<file path="config.mk">
export PLATFORM = sky130hd
export DESIGN_NAME = sram_arb_ctrl
export DESIGN_NICKNAME = d
export VERILOG_FILES = /design/src/rtl/sram_arb_ctrl.sv
export SDC_FILE = /design/constraint.sdc
export NUM_CORES = 1
export LEC_CHECK = 0
export CAP_MARGIN = 20
export CELL_PAD_IN_SITES_DETAIL_PLACEMENT = 0
export CELL_PAD_IN_SITES_GLOBAL_PLACEMENT = 1
export CORE_MARGIN = 3
export CORE_UTILIZATION = 39
export CTS_CLUSTER_DIAMETER = 60
export DETAILED_ROUTE_END_ITERATION = 6
export MAX_ROUTING_LAYER = met4
export PLACE_DENSITY_LB_ADDON = 0.1
export SLEW_MARGIN = 20
export SYNTH_ARGS = -nofsm -noshare
export SYNTH_HDL_FRONTEND = slang
export SYNTH_SLANG_ARGS = --single-unit
</file>
<file path="constraint.sdc">
create_clock -name FPGA_CLK -period 5.12 [get_ports FPGA_CLK]
set_input_delay 0.768 -clock FPGA_CLK [delete_from_list [all_inputs] [get_ports FPGA_CLK]]
set_output_delay 0.768 -clock FPGA_CLK [all_outputs]
set_load 0.03 [all_outputs]
</file>
<file path="src/rtl/sram_arb_ctrl.sv">
// Round-robin two-master controller for an asynchronous 128K x 8 SRAM.
// Sequences CS/OE/WE through SETUP/ACCESS/HOLD with registered pin outputs.
module sram_arb_ctrl #(
  parameter int ADDR_W      = 17,
  parameter int DATA_W      = 8,
  parameter int WAIT_CYCLES = 6
) (
  input  logic              FPGA_CLK,
  input  logic              FPGA_RST,
  input  logic              a_req,
  input  logic              a_we,
  input  logic [ADDR_W-1:0] a_addr,
  input  logic [DATA_W-1:0] a_wdata,
  output logic              a_gnt,
  output logic              a_done,
  output logic [DATA_W-1:0] a_rdata,
  input  logic              b_req,
  input  logic              b_we,
  input  logic [ADDR_W-1:0] b_addr,
  input  logic [DATA_W-1:0] b_wdata,
  output logic              b_gnt,
  output logic              b_done,
  output logic [DATA_W-1:0] b_rdata,
  output logic [ADDR_W-1:0] sram_a,
  output logic [DATA_W-1:0] sram_d_o,
  output logic              sram_d_oe,
  input  logic [DATA_W-1:0] sram_d_i,
  output logic              sram_cs1_b,
  output logic              sram_cs2,
  output logic              sram_oe_b,
  output logic              sram_we_b
);

  localparam int CNT_W = (WAIT_CYCLES > 1) ? $clog2(WAIT_CYCLES) : 1;
  localparam logic [CNT_W-1:0] CNT_LOAD = CNT_W'(WAIT_CYCLES - 1);
  localparam logic [CNT_W-1:0] CNT_ZERO = CNT_W'(0);
  localparam logic [CNT_W-1:0] CNT_ONE  = CNT_W'(1);

  typedef enum logic [1:0] {
    ST_IDLE   = 2'd0,
    ST_SETUP  = 2'd1,
    ST_ACCESS = 2'd2,
    ST_HOLD   = 2'd3
  } state_t;

  state_t              state_q, state_d;
  logic [CNT_W-1:0]    cnt_q, cnt_d;
  logic                last_b_q, last_b_d;
  logic                own_b_q, own_b_d;
  logic                we_q, we_d;
  logic [ADDR_W-1:0]   addr_q, addr_d;
  logic [DATA_W-1:0]   wdata_q, wdata_d;
  logic                a_done_q, a_done_d;
  logic                b_done_q, b_done_d;
  logic [DATA_W-1:0]   a_rdata_q, a_rdata_d;
  logic [DATA_W-1:0]   b_rdata_q, b_rdata_d;

  logic                cs1_b_q, cs1_b_d;
  logic                cs2_q, cs2_d;
  logic                oe_b_q, oe_b_d;
  logic                we_b_q, we_b_d;
  logic [ADDR_W-1:0]   sram_a_q, sram_a_d;
  logic [DATA_W-1:0]   d_o_q, d_o_d;
  logic                d_oe_q, d_oe_d;

  logic                any_req_s;
  logic                pick_b_s;

  // B wins only when A is idle or A was the last one served.
  assign any_req_s = a_req | b_req;
  assign pick_b_s  = b_req & (~a_req | ~last_b_q);
  assign a_gnt     = ~FPGA_RST & (state_q == ST_IDLE) & any_req_s & ~pick_b_s;
  assign b_gnt     = ~FPGA_RST & (state_q == ST_IDLE) & pick_b_s;

  assign a_done     = a_done_q;
  assign b_done     = b_done_q;
  assign a_rdata    = a_rdata_q;
  assign b_rdata    = b_rdata_q;
  assign sram_a     = sram_a_q;
  assign sram_d_o   = d_o_q;
  assign sram_d_oe  = d_oe_q;
  assign sram_cs1_b = cs1_b_q;
  assign sram_cs2   = cs2_q;
  assign sram_oe_b  = oe_b_q;
  assign sram_we_b  = we_b_q;

  always_comb begin
    state_d   = state_q;
    cnt_d     = cnt_q;
    last_b_d  = last_b_q;
    own_b_d   = own_b_q;
    we_d      = we_q;
    addr_d    = addr_q;
    wdata_d   = wdata_q;
    a_done_d  = 1'b0;
    b_done_d  = 1'b0;
    a_rdata_d = a_rdata_q;
    b_rdata_d = b_rdata_q;
    case (state_q)
      ST_IDLE: begin
        if (any_req_s) begin
          state_d  = ST_SETUP;
          last_b_d = pick_b_s;
          own_b_d  = pick_b_s;
          we_d     = pick_b_s ? b_we    : a_we;
          addr_d   = pick_b_s ? b_addr  : a_addr;
          wdata_d  = pick_b_s ? b_wdata : a_wdata;
        end else begin
          state_d = ST_IDLE;
        end
      end
      ST_SETUP: begin
        state_d = ST_ACCESS;
        cnt_d   = CNT_LOAD;
      end
      ST_ACCESS: begin
        if (cnt_q == CNT_ZERO) begin
          state_d = ST_HOLD;
          // Read data is sampled while OE is still low, on the final access edge.
          if (!we_q) begin
            if (own_b_q) begin
              b_rdata_d = sram_d_i;
            end else begin
              a_rdata_d = sram_d_i;
            end
          end else begin
            a_rdata_d = a_rdata_q;
          end
        end else begin
          cnt_d = cnt_q - CNT_ONE;
        end
      end
      ST_HOLD: begin
        state_d = ST_IDLE;
        if (own_b_q) begin
          b_done_d = 1'b1;
        end else begin
          a_done_d = 1'b1;
        end
      end
      default: begin
        state_d = ST_IDLE;
      end
    endcase
  end

  // Pin values are decoded from the next state so they change on the same edge as the FSM.
  always_comb begin
    cs1_b_d  = 1'b1;
    cs2_d    = 1'b0;
    oe_b_d   = 1'b1;
    we_b_d   = 1'b1;
    sram_a_d = sram_a_q;
    d_o_d    = d_o_q;
    d_oe_d   = 1'b0;
    case (state_d)
      ST_IDLE: begin
        cs1_b_d = 1'b1;
      end
      ST_SETUP: begin
        cs1_b_d  = 1'b0;
        cs2_d    = 1'b1;
        sram_a_d = addr_d;
        d_oe_d   = we_d;
        d_o_d    = we_d ? wdata_d : d_o_q;
      end
      ST_ACCESS: begin
        cs1_b_d = 1'b0;
        cs2_d   = 1'b1;
        oe_b_d  = we_q;
        we_b_d  = ~we_q;
        d_oe_d  = we_q;
      end
      ST_HOLD: begin
        cs1_b_d = 1'b0;
        cs2_d   = 1'b1;
        d_oe_d  = we_q;
      end
      default: begin
        cs1_b_d = 1'b1;
      end
    endcase
  end

  // FSM state, captured request and requester-side outputs.
  always_ff @(posedge FPGA_CLK or posedge FPGA_RST) begin
    if (FPGA_RST) begin
      state_q   <= ST_IDLE;
      cnt_q     <= CNT_ZERO;
      last_b_q  <= 1'b1;
      own_b_q   <= 1'b0;
      we_q      <= 1'b0;
      addr_q    <= {ADDR_W{1'b0}};
      wdata_q   <= {DATA_W{1'b0}};
      a_done_q  <= 1'b0;
      b_done_q  <= 1'b0;
      a_rdata_q <= {DATA_W{1'b0}};
      b_rdata_q <= {DATA_W{1'b0}};
    end else begin
      state_q   <= state_d;
      cnt_q     <= cnt_d;
      last_b_q  <= last_b_d;
      own_b_q   <= own_b_d;
      we_q      <= we_d;
      addr_q    <= addr_d;
      wdata_q   <= wdata_d;
      a_done_q  <= a_done_d;
      b_done_q  <= b_done_d;
      a_rdata_q <= a_rdata_d;
      b_rdata_q <= b_rdata_d;
    end
  end

  // SRAM pin registers.
  always_ff @(posedge FPGA_CLK or posedge FPGA_RST) begin
    if (FPGA_RST) begin
      cs1_b_q  <= 1'b1;
      cs2_q    <= 1'b0;
      oe_b_q   <= 1'b1;
      we_b_q   <= 1'b1;
      sram_a_q <= {ADDR_W{1'b0}};
      d_o_q    <= {DATA_W{1'b0}};
      d_oe_q   <= 1'b0;
    end else begin
      cs1_b_q  <= cs1_b_d;
      cs2_q    <= cs2_d;
      oe_b_q   <= oe_b_d;
      we_b_q   <= we_b_d;
      sram_a_q <= sram_a_d;
      d_o_q    <= d_o_d;
      d_oe_q   <= d_oe_d;
    end
  end

endmodule

</file>
Word-level counts from Yosys, hierarchy flattened
Cells that the tools add are included.

Flip-flop bits (word level): 81. Bits of input ports: 64. Output and inout bits: 50. Logic and storage cells: 73.

Add/sub/neg operators: 1. Eq/ne operators: 7. Mux-type cells: 23. Bitwise logic cells: 13. Reductions and logical operators: 11.

Operator list (count): $mux 17 (3); $mux 8 (3); $mux 1 (11); $eq 2x2->1 const B (4); $pmux 2 s4 (1); $reduce_and 4->1 (2); $not 1->1 (6); $pmux 3 s2 (1); $reduce_and 2->1 (3); $and 1x1->1 (5); $eq 2x1->1 const B (2); $logic_not 2->1 (2); $pmux 1 s2 (2); $logic_not 3->1 (1); $mux 3 (1); $reduce_or 3->1 (1); $sub 3x1->3 const B (1); $mux 2 (1); $ne 2x2->1 const B (1); $or 1x1->1 (2); $reduce_bool 2->1 (1); $reduce_or 2->1 (1).

Logic depth before layout (Yosys ltp)
Gate-level depths: netlist of the first run.

Depth in word-level cells: 7. Depth in mapped cells: 8. Depth with buffers taken out: 6.

Least setup slack after synthesis of the first run
Ideal clock, no wire load.

Path type: input port to output port. Start point: input FPGA_RST. End point: output b_gnt. Arrival: 3.009 ns. Data required time: 4.352 ns. Path slack: 1.343 ns. Stages: 2. Path buffers: 0. Cells stage by stage: inv_1 -> and3_1.

Cells in the longest elaborated chain, start to end: 3.

Ends and longest elaborated chain: from (decl) (RTL line 9) `input logic FPGA_RST,`; $not 1->1 (RTL line 73) `assign b_gnt = ~FPGA_RST & (state_q == ST_IDLE) & pick_b_s;`; $and 1x1->1 (2 in series) (RTL line 73); to (decl) (RTL line 21) `output logic b_gnt,`.

Every way passes these cells.

Worst setup path after layout of the first run
Start point: input b_req. End point: output b_gnt.

Cells in the longest elaborated chain, start to end: 2.

Ends and longest elaborated chain: from (decl) (RTL line 17) `input logic b_req,`; $and 1x1->1 (RTL line 71) `assign pick_b_s = b_req & (~a_req | ~last_b_q);`; $and 1x1->1 (RTL line 73).

Every way passes these cells.

==> results of run 1 <==
## power groups by stage
stage                     Combinational [µW]  Clock [µW]  Sequential (µW)
after CTS                               1610         503             1110
after floorplan                          673           0             1460
after global placement                  1580           0             1110
after global routing                    1720         523             1150
after detailed placement                1610           0             1120
final                                   1580         485             1100
## area by class of cell
class	count	area [µm²]
Tap cell	105	131
Clock inverter	4	70.1
Inverter	9	35.0
Sequential cell	81	2030
Multi-Input combinational cell	164	1330
Clock buffer	12	135
Timing Repair Buffer	116	1160
Fill cell	735	3530
## through the flow
stage,util (%),power [µW]
2_1_floorplan,-,2130
3_3_place_gp,55.6,2680
3_5_place_dp,55.6,2720
6_report,58.1,3170
5_1_grt,58.1,3390
4_1_cts,58.0,3220
## worst paths after layout
| check | to | depth (start not counted) |
|---|---|---|
| max | b_gnt | 4 |
| min | addr_q[5]$_DFF_PP0_ | 2 |
| max reg2reg | sram_d_o[2]$_DFFE_PP0P_ | 7 |
| min reg2reg | addr_q[5]$_DFF_PP0_ | 2 |
| max in group asynchronous | sram_a[5]$_DFFE_PP0N_ | 3 |
| min in group asynchronous | addr_q[12]$_DFF_PP0_ | 3 |
## kinds of logic (layout without fill, tap and decap cells)
family          Yosys count  count (layout)  synth area share [%]
compound gates           45              45                  8.75
fa+ha+maj                 7               7                  2.53
buf+inv                  22             141                  3.25
flops                    81              81                  58.7
mux                      66              66                  20.6
simple gates             46              46                  6.22
## critical path, stage by stage
cell	delay, ns
sky130_fd_sc_hd__clkdlybuf4s50_1	0.61
sky130_fd_sc_hd__a21boi_0	0.34
sky130_fd_sc_hd__and3_1	0.21
sky130_fd_sc_hd__clkdlybuf4s50_1	0.67
## Yosys cell counts, drive strengths merged (2+ instances only)
| cell | instances | share of area (%) |
|---|---|---|
| nor2 | 2 | 0.22 |
| nor3 | 2 | 0.29 |
| dfrtp | 77 | 56 |
| clkbuf | 6 | 0.65 |
| inv | 9 | 0.98 |
| a21oi | 3 | 0.43 |
| dfstp | 4 | 3.0 |
| nor2b | 5 | 0.90 |
| nand2 | 29 | 3.2 |
| ha | 7 | 2.5 |
| o21ai | 30 | 4.4 |
| mux2i | 25 | 7.2 |
| mux2 | 41 | 13 |
| o211ai | 2 | 0.43 |
| buf | 7 | 1.6 |
## routing by layer
layer	wire [µm]	part of all wire (%)
met2	3550	50
met5	0	0
met3	466	6.5
met4	78	1.1
met1	3070	43
## sequential cells by signal (all words and copies together) (netlist names), 2 cells and up
name,flops
addr_q,17
sram_a,17
state_q,2
a_rdata,8
wdata_q,8
sram_d_o,8
b_rdata,8
cnt_q,3
==> results.md, run 1 <==
* **status** complete, no violations
* **commonest cells after routing, fill and taps aside** sky130_fd_sc_hd__clkdlybuf4s50_1, sky130_fd_sc_hd__dfrtp_1, sky130_fd_sc_hd__mux2_2
* **GR Util met1** 17.7%
* **worst slack after detailed placement** 1.75 ns
* **HPWL reported at the end of detailed placement** 5.10 mm
* **Clock Path Buffers** 2
* **net load switching power** 1210 µW
* **clock input transition at the sequential cells of the worst setup and hold paths** 0.07 ns
* **fmax** 297 MHz
* **DRT iter0 DRCs** 47
* **Area Overhead vs Synth** 41.3%
* **Die Y** 100 µm
* **synthesized area** 3460 µm²
* **Syn. warnings** 0
* **Overflow after GRT** 0
* **data required time of the worst path** 4.35 ns
* **sequential cell area fraction in the yosys report** 58.7%
* **final setup slack of the worst path** 1.75 ns
* **Post-synth EDFFs** 0
* **non-filler cells, final** 491
* **Final Routed Wirelength** 7.16 mm
* **Resize count post-CTS** 0
* **drt wl/cell** 14.6 µm
* **MaxCap Viol Count** 0
* **antenna violations before repair** 0
* **max-slew headroom at the worst pin** 29.3%
* **largest clock skew in the final design** 0.00969 ns
* **first-pass GRT wire length** 11.9 mm
* **final hold vios** 0
* **number of placed instances, taps included** 475
* **instance count of the mapped netlist** 267
* **Least-Margin Pin Slew** 1.05 ns
* **final slew viol count** 0
* **Placed Instance Area** 4680 µm²
* **Final period util** 65.8%
* **Worst Setup Path Type** in2out
* **reported leakage power** 0.00217 µW
* **maximum net fanout on the critical path** 7
* **worst-case hold slack** 0.488 ns
* **buffers inserted during post-CTS setup optimization** 0
* **hold buffers post-CTS** 0
* **CTS buffer count** 9
* **final antenna-violating net count** 0
* **largest net degree at the start of global routing** 82
* **Top Ports** 114
* **count of distinct cell types in the synthesized netlist** 37
* **via count of the first global-routing pass** 2558
* **final layout net count** 452
* **count of inserted antenna diode cells** 0
* **power share of the sequential group** 34.8%
* **vias per cell** 4.85
* **root buffer selected by CTS** sky130_fd_sc_hd__clkbuf_8
* **register bit total from synthesis** 81
* **type of origin of the critical path** input port
* **PD cells** 648 nW/µm²
* **critical path data arrival time** 2.60 ns
* **syn nets** 338
* **initial cell density of the core** 41.1%
* **final setup violation count** 0
* **worst-skew pair later-pin latency** 0.34 ns
* **type of the tightest min-delay check** reg2reg
* **switching power as a share of total power** 38.2%
* **most utilized layer in the global route result** met2
* **GR Layer Usage met3** 4.24%
* **VDD IR max** 0.243 mV
* **total vias in the final route** 2383
* **post-synthesis area per instance** 13.0 µm²
* **clock tree from TritonCTS** built
* **sum of negative setup slack** 0 ns
* **RSZ-0062 raised after global routing** false
* **GRT Overall Usage** 15.4%
* **fraction of power consumed by the clock network** 15.3%
* **Sink Count** 81
* **origin of the worst setup path** b_req
* **fin area** 4890 µm²
* **standard-cell rows** 33
* **number of buffers inserted by port buffering** 113
* **Max H-tree Level** 3
* **first-pass iteration count of the detailed router** 4
* **global-route track usage on met2** 25.5%
* **core region area** 8420 µm²
* **internal power** 1960 µW
* **category of the worst setup path capture point** primary output
* **most used flip-flop cell after synthesis** sky130_fd_sc_hd__dfrtp_1
* **time the final worst path needs with I/O delays and setup** 3.37 ns
* **most common cell after layout, fill and taps aside** sky130_fd_sc_hd__clkdlybuf4s50_1
* **reg2reg setup slack** 2.58 ns
* **Final Wtd Congestion** 0.759
* **async set-reset flop share out of synthesis** 100%
* **combinational share of power** 49.9%
* **r2r startpoint** state_q[0]$_DFF_PP0_
* **Min-Delay Startpoint** addr_q[5]$_DFF_PP0_
* **Die X** 100 µm
* **DRC violation count after routing** 0
* **Die Area** 10000 µm²
* **layout cell share with drive strength beyond 1** 17.4%
Power figures use the tool's default switching activity.
==> run 2: changes to the inputs <==
--- a/config.mk
+++ b/config.mk
@@ -9,7 +9,7 @@
 export CELL_PAD_IN_SITES_DETAIL_PLACEMENT = 0
 export CELL_PAD_IN_SITES_GLOBAL_PLACEMENT = 1
 export CORE_MARGIN = 3
-export CORE_UTILIZATION = 39
+export CORE_UTILIZATION = 32
 export CTS_CLUSTER_DIAMETER = 60
 export DETAILED_ROUTE_END_ITERATION = 6
 export MAX_ROUTING_LAYER = met4
==> constraint.sdc (replaced) <==
create_clock -name FPGA_CLK -period 2.8 [get_ports FPGA_CLK]
set_input_delay 0.42 -clock FPGA_CLK [delete_from_list [all_inputs] [get_ports FPGA_CLK]]
set_output_delay 0.42 -clock FPGA_CLK [all_outputs]
set_load 0.03 [all_outputs]
==> run 2 against run 1 <==
  * Die area is 21% higher
  * Core utilization decreased by 10 points
  * Worst hold slack got worse by 0.0035 ns
  * Final cell count increased by 6.7%
  * Largest cell class unchanged
==> results.md, run 2 (synthesis results as in run 1) <==
* **detailed-route wire length on metal 1** 3.26 mm, +6.5%
* **worst-path cell with the longest stage delay** sky130_fd_sc_hd__clkdlybuf4s50_1
* **crit path cell chain** clkdlybuf4s50_1 -> a21boi_0 -> and3_1 -> clkdlybuf4s50_1
* **final layout net count** 454, +0.44%
* **initial cell density of the core** 33.2%, -7.9 points
* **Die X** 110 µm, +9.8%
* **hold buffers post-CTS** 0, unchanged
* **status** complete, no violations
* **Max H-tree Level** 3, unchanged
* **RSZ-0062 raised after global routing** false
* **count of inserted antenna diode cells** 0, unchanged
* **number of buffers inserted by port buffering** 113, unchanged
* **Top Ports** 114, unchanged
* **type of origin of the critical path** input port
* **vias per cell** 4.47, -8.0%
* **Least-Margin Pin Slew** 0.743 ns, -0.302 ns
* **first-pass GRT wire length** 11.5 mm, -3.1%
* **area taken by flip-flops and latches** 2030 µm², unchanged
* **Post-Route Utilization** 48.0%, -10 points
* **Die Area** 12100 µm², +21%
* **worst-skew pair later-pin latency** 0.34 ns, about the same
* **total vias in the final route** 2340, -1.8%
* **post-layout power** 5950 µW, +88%
* **root buffer selected by CTS** sky130_fd_sc_hd__clkbuf_8
* **data required time of the worst path** 2.38 ns, -1.97 ns
* **origin of the worst setup path** a_req
* **largest net degree at the start of global routing** 82, unchanged
* **clock input transition at the sequential cells of the worst setup and hold paths** 0.07 ns, about the same
* **Final period util** 94.6%
* **number of buffer and inverter stages on the critical path** 2, unchanged
* **via count of the first global-routing pass** 2256, -12%
* **PD cells** 1190 nW/µm², +84%
* **filler cell count in the final layout** 1009, +37%
* **final hold vios** 0, unchanged
* **sum of negative setup slack** 0 ns, unchanged
* **met2 wirelength from detailed routing** 3.47 mm, -2.3%
* **kind of cell with the highest combined delay on the critical path** buffers and inverters
* **highest metal used** met4
* **CTS buffer count** 9, unchanged
* **commonest cells after routing, fill and taps aside** sky130_fd_sc_hd__clkdlybuf4s50_1, sky130_fd_sc_hd__dfrtp_1, sky130_fd_sc_hd__mux2_2
* **most common cell after layout, fill and taps aside** sky130_fd_sc_hd__clkdlybuf4s50_1
* **antenna violations before repair** 0, unchanged
* **maximum net fanout on the critical path** 7, unchanged
* **core region area** 10400 µm², +24%
* **largest clock skew in the final design** 0.0114 ns, +0.00169 ns
* **final antenna-violating net count** 0, unchanged
* **drt wl/cell** 14.1 µm, -3.0%
* **first-pass iteration count of the detailed router** 4, unchanged
* **clock tree from TritonCTS** built
* **fmax** 377 MHz
* **Area Overhead vs Synth** 44.5%
* **category of the worst setup path capture point** primary output
* **VDD IR max** 0.487 mV, +100%
* **Overflow after GRT** 0, unchanged
* **type of the tightest min-delay check** reg2reg
* **Min-Delay Startpoint** addr_q[0]$_DFF_PP0_
* **Final Routed Wirelength** 7.41 mm, +3.5%
* **max-slew headroom at the worst pin** 50.4%, +21 points
* **DRT iter0 DRCs** 55, +17%
* **HPWL reported at the end of detailed placement** 5.13 mm, +0.44%
* **time the final worst path needs with I/O delays and setup** 2.65 ns
* **Worst Setup Path Type** in2out
* **standard-cell rows** 37, +12%
* **stage delay of the slowest cell on the critical path** 0.67 ns, about the same
* **multi-input combinational cell area** 1330 µm², +0.19%
* **buffers inserted during post-CTS setup optimization** 0, unchanged
* **layout cell share with drive strength beyond 1** 18.3%, +0.94 points
* **Final Wtd Congestion** 0.729, -4.1%
* **critical path data arrival time** 2.23 ns, -0.37 ns
* **met3 wire length** 580 µm, +24%
* **final slew viol count** 0, unchanged
* **MaxCap Viol Count** 0, unchanged
* **worst-case hold slack** 0.484 ns, -0.00353 ns
* **reported leakage power** 0.00220 µW, +1.2%
* **r2r startpoint** state_q[0]$_DFF_PP0_
* **final setup violation count** 0, unchanged
* **Sink Count** 81, unchanged
* **Die Y** 110 µm, +9.8%
* **DRC violation count after routing** 0, unchanged
* **most prevalent standard cell on the critical path** sky130_fd_sc_hd__clkdlybuf4s50_1
* **GRT Overall Usage** 13.0%, -2.4 points
* **Clock Path Buffers** 2, unchanged
## run 2: final timing paths
path                                                 to  slack (ns)  cells past startpoint
worst max-delay path                              b_gnt        0.15                      4
worst min-delay path                addr_q[0]$_DFF_PP0_        0.48                      2
worst max register to register  sram_d_o[3]$_DFFE_PP0P_        0.58                      6
worst min register to register      addr_q[0]$_DFF_PP0_        0.48                      2
max in group asynchronous       sram_d_o[6]$_DFFE_PP0P_        1.59                      3
min in group asynchronous           own_b_q$_DFFE_PP0P_        0.66                      3
## run 2: layout make-up
type | instances | share of cell area [%]
Multi-Input combinational cell | 164 | 26.7
Tap cell | 136 | 3.40
Inverter | 9 | 0.750
Timing Repair Buffer | 118 | 23.7
Clock inverter | 4 | 1.98
Clock buffer | 12 | 2.90
Sequential cell | 81 | 40.6
## run 2: power breakdown
part / total (µW) / switching, µW / internal (µW)
sequential: 2020 / 257 / 1760
clock: 1020 / 401 / 621
combinational: 2900 / 1580 / 1330
## run 2: per-layer routing
metal	vias to the layer above	track usage, %
li1	1169	-
met5	-	-
met3	9	3.96
met2	72	19.8
met1	1090	16.3
met4	0	5.08
## run 2: worst min-delay path, stage by stage (launching register included)
cell	delay (ns)
sky130_fd_sc_hd__dfrtp_1	0.33
sky130_fd_sc_hd__nand2_1	0.04
sky130_fd_sc_hd__o21ai_0	0.08
## run 2: per-stage QoR
| stage | cells | setup WS (ns) | instance area [µm²] |
|---|---|---|---|
| CTS | 524 | 0.0587 | 5000 |
| floorplan | 267 | 0.227 | 3470 |
| global route | 524 | 0.0468 | 5000 |
| global placement | 508 | 0.230 | 4750 |
| finish | 524 | 0.150 | 5000 |
| detailed placement | 508 | 0.184 | 4750 |
## run 2: repair_timing
item,in CTS,in global routing
endpoints found under the hold margin,0,0
endpoints found under the setup margin,0,1
resized for setup,0,1
==> run 3: changes to the inputs <==
--- a/config.mk
+++ b/config.mk
@@ -8,7 +8,6 @@
 export CAP_MARGIN = 20
 export CELL_PAD_IN_SITES_DETAIL_PLACEMENT = 0
 export CELL_PAD_IN_SITES_GLOBAL_PLACEMENT = 1
-export CORE_MARGIN = 3
 export CORE_UTILIZATION = 32
 export CTS_CLUSTER_DIAMETER = 60
 export DETAILED_ROUTE_END_ITERATION = 6
==> run 3 against run 2 <==
  * Critical path depth is the same
  * First-iteration DRC count shrank 16%
  * Clock power shrank 8%
  * Register-to-register slack lost 0.07 ns
  * Sequential power is essentially flat
  * Power shrank 1.3%
  * Final cell count grew 0.19%
==> results.md, run 3 (synthesis results as in run 1) <==
* **via count of the first global-routing pass** 2481, +10%
* **fmax** 381 MHz, +0.84%
* **buffers inserted during post-CTS setup optimization** 0, unchanged
* **first-pass GRT wire length** 11.8 mm, +2.5%
* **Top Ports** 114, unchanged
* **vias per cell** 4.48, +0.24%
* **DRC violation count after routing** 0, unchanged
* **time the final worst path needs with I/O delays and setup** 2.63 ns, -0.0220 ns
* **final hold vios** 0, unchanged
* **Die X** 106 µm, -3.6%
* **layout cell share with drive strength beyond 1** 18.8%, +0.47 points
* **Overflow after GRT** 0, unchanged
* **Worst Setup Path Type** reg2out
* **data required time of the worst path** 2.38 ns, about the same
* **status** complete, no violations
* **core region area** 10400 µm², unchanged
* **Die Area** 11200 µm², -7.1%
* **VDD IR max** 0.440 mV, -9.7%
* **Resize count post-CTS** 0, unchanged
* **Sink Count** 81, unchanged
* **RSZ-0062 raised after global routing** false
* **maximum net fanout on the critical path** 8, +1
* **root buffer selected by CTS** sky130_fd_sc_hd__clkbuf_8
* **sum of negative setup slack** 0 ns, unchanged
* **final antenna-violating net count** 0, unchanged
* **commonest cells after routing, fill and taps aside** sky130_fd_sc_hd__clkdlybuf4s50_1, sky130_fd_sc_hd__dfrtp_1, sky130_fd_sc_hd__mux2_2
* **total vias in the final route** 2350, +0.43%
* **reported leakage power** 0.00221 µW, +0.26%
* **drt wl/cell** 13.4 µm, -5.3%
* **Final period util** 93.8%, -0.79 points
* **first-pass iteration count of the detailed router** 4, unchanged
* **hold buffers post-CTS** 0, unchanged
* **worst-case hold slack** 0.490 ns, +0.00549 ns
* **max-slew headroom at the worst pin** 51.3%, +0.82 points
* **final setup violation count** 0, unchanged
* **most common cell after layout, fill and taps aside** sky130_fd_sc_hd__clkdlybuf4s50_1
* **count of inserted antenna diode cells** 0, unchanged
* **initial cell density of the core** 33.2%, unchanged
* **MaxCap Viol Count** 0, unchanged
* **CTS buffer count** 9, unchanged
* **Least-Margin Pin Slew** 0.731 ns, -0.0123 ns
* **type of origin of the critical path** flop
* **final layout net count** 455, +0.22%
* **number of buffers inserted by port buffering** 113, unchanged
* **GRT Overall Usage** 14.0%, +0.99 points
* **reg2reg setup slack** 0.51 ns, -0.07 ns
* **clock tree from TritonCTS** built
* **type of the tightest min-delay check** reg2reg
* **fin area** 4990 µm², -0.18%
* **category of the worst setup path capture point** primary output
* **Max H-tree Level** 3, unchanged
* **antenna violations before repair** 0, unchanged
* **Placed Instance Area** 4770 µm², +0.37%
* **Final Wtd Congestion** 0.717, -1.6%
* **PD cells** 1170 nW/µm², -1.2%
* **HPWL reported at the end of detailed placement** 4.90 mm, -4.4%
* **Die Y** 106 µm, -3.6%
* **Area Overhead vs Synth** 44.2%
* **critical path data arrival time** 2.21 ns, -0.02 ns
* **Clock Path Buffers** 2, unchanged
* **final slew viol count** 0, unchanged
* **worst-skew pair later-pin latency** 0.35 ns, about the same
* **Final Routed Wirelength** 7.03 mm, -5.1%
* **clock input transition at the sequential cells of the worst setup and hold paths** 0.09 ns, +0.02 ns
* **largest net degree at the start of global routing** 82, unchanged
* **DRT iter0 DRCs** 46, -16%
* **standard-cell rows** 37, unchanged
* **largest clock skew in the final design** 0.0168 ns, +0.00541 ns
-- run 3: path summary, 6_finish.rpt --
check / startpoint / to / cells after the start
setup reg to reg: state_q[0]$_DFF_PP0_ / sram_d_o[7]$_DFFE_PP0P_ / 6
hold reg to reg: addr_q[12]$_DFF_PP0_ / addr_q[12]$_DFF_PP0_ / 2
hold / removal: addr_q[12]$_DFF_PP0_ / addr_q[12]$_DFF_PP0_ / 2
min in group asynchronous: FPGA_RST / state_q[1]$_DFF_PP0_ / 3
setup / recovery: state_q[0]$_DFF_PP0_ / b_gnt / 4
max in group asynchronous: FPGA_RST / sram_a[8]$_DFFE_PP0N_ / 3
-- run 3: power by group --
part | total, µW | internal, µW | switching, µW | leakage [µW]
sequential | 2020 | 1760 | 251 | 0.000982
combinational | 2920 | 1340 | 1580 | 0.00111
clock | 936 | 526 | 411 | 0.000113
-- run 3: layer usage --
metal | share of wire [%] | up-vias | wire length [µm] | GRT usage (%)
met5 | 0 | - | 0 | -
met4 | 1.3 | 0 | 93 | 5.36
met3 | 5.9 | 9 | 418 | 4.11
met2 | 48 | 74 | 3370 | 22.6
met1 | 45 | 1102 | 3150 | 16.5
li1 | - | 1165 | - | -
-- run 3: area by class of cell --
class | instances | area [µm²]
clock inverters | 5 | 78.8
clock buffers | 11 | 141
multi-input cells | 164 | 1330
flip-flops and latches | 81 | 2030
fillers | 987 | 5420
repair buffers | 119 | 1200
well taps | 136 | 170
inverters | 9 | 37.5
-- run 3: stage by stage --
stage          power, µW  util (%)  setup WS, ns  std cells
2_1_floorplan       3900         -         0.227        267
3_3_place_gp        4970      45.8         0.339        509
3_5_place_dp        5010      45.8         0.313        509
4_1_cts             5970      47.9         0.128        525
5_1_grt             6300      47.9        0.0465        525
6_report            5870      47.9         0.172        525
-- run 3: worst max-delay path, cell delays in order (launching register included) --
cell	delay, ns
sky130_fd_sc_hd__dfrtp_1	0.44
sky130_fd_sc_hd__inv_1	0.12
sky130_fd_sc_hd__ha_1	0.40
sky130_fd_sc_hd__and3_1	0.22
sky130_fd_sc_hd__clkdlybuf4s50_1	0.67
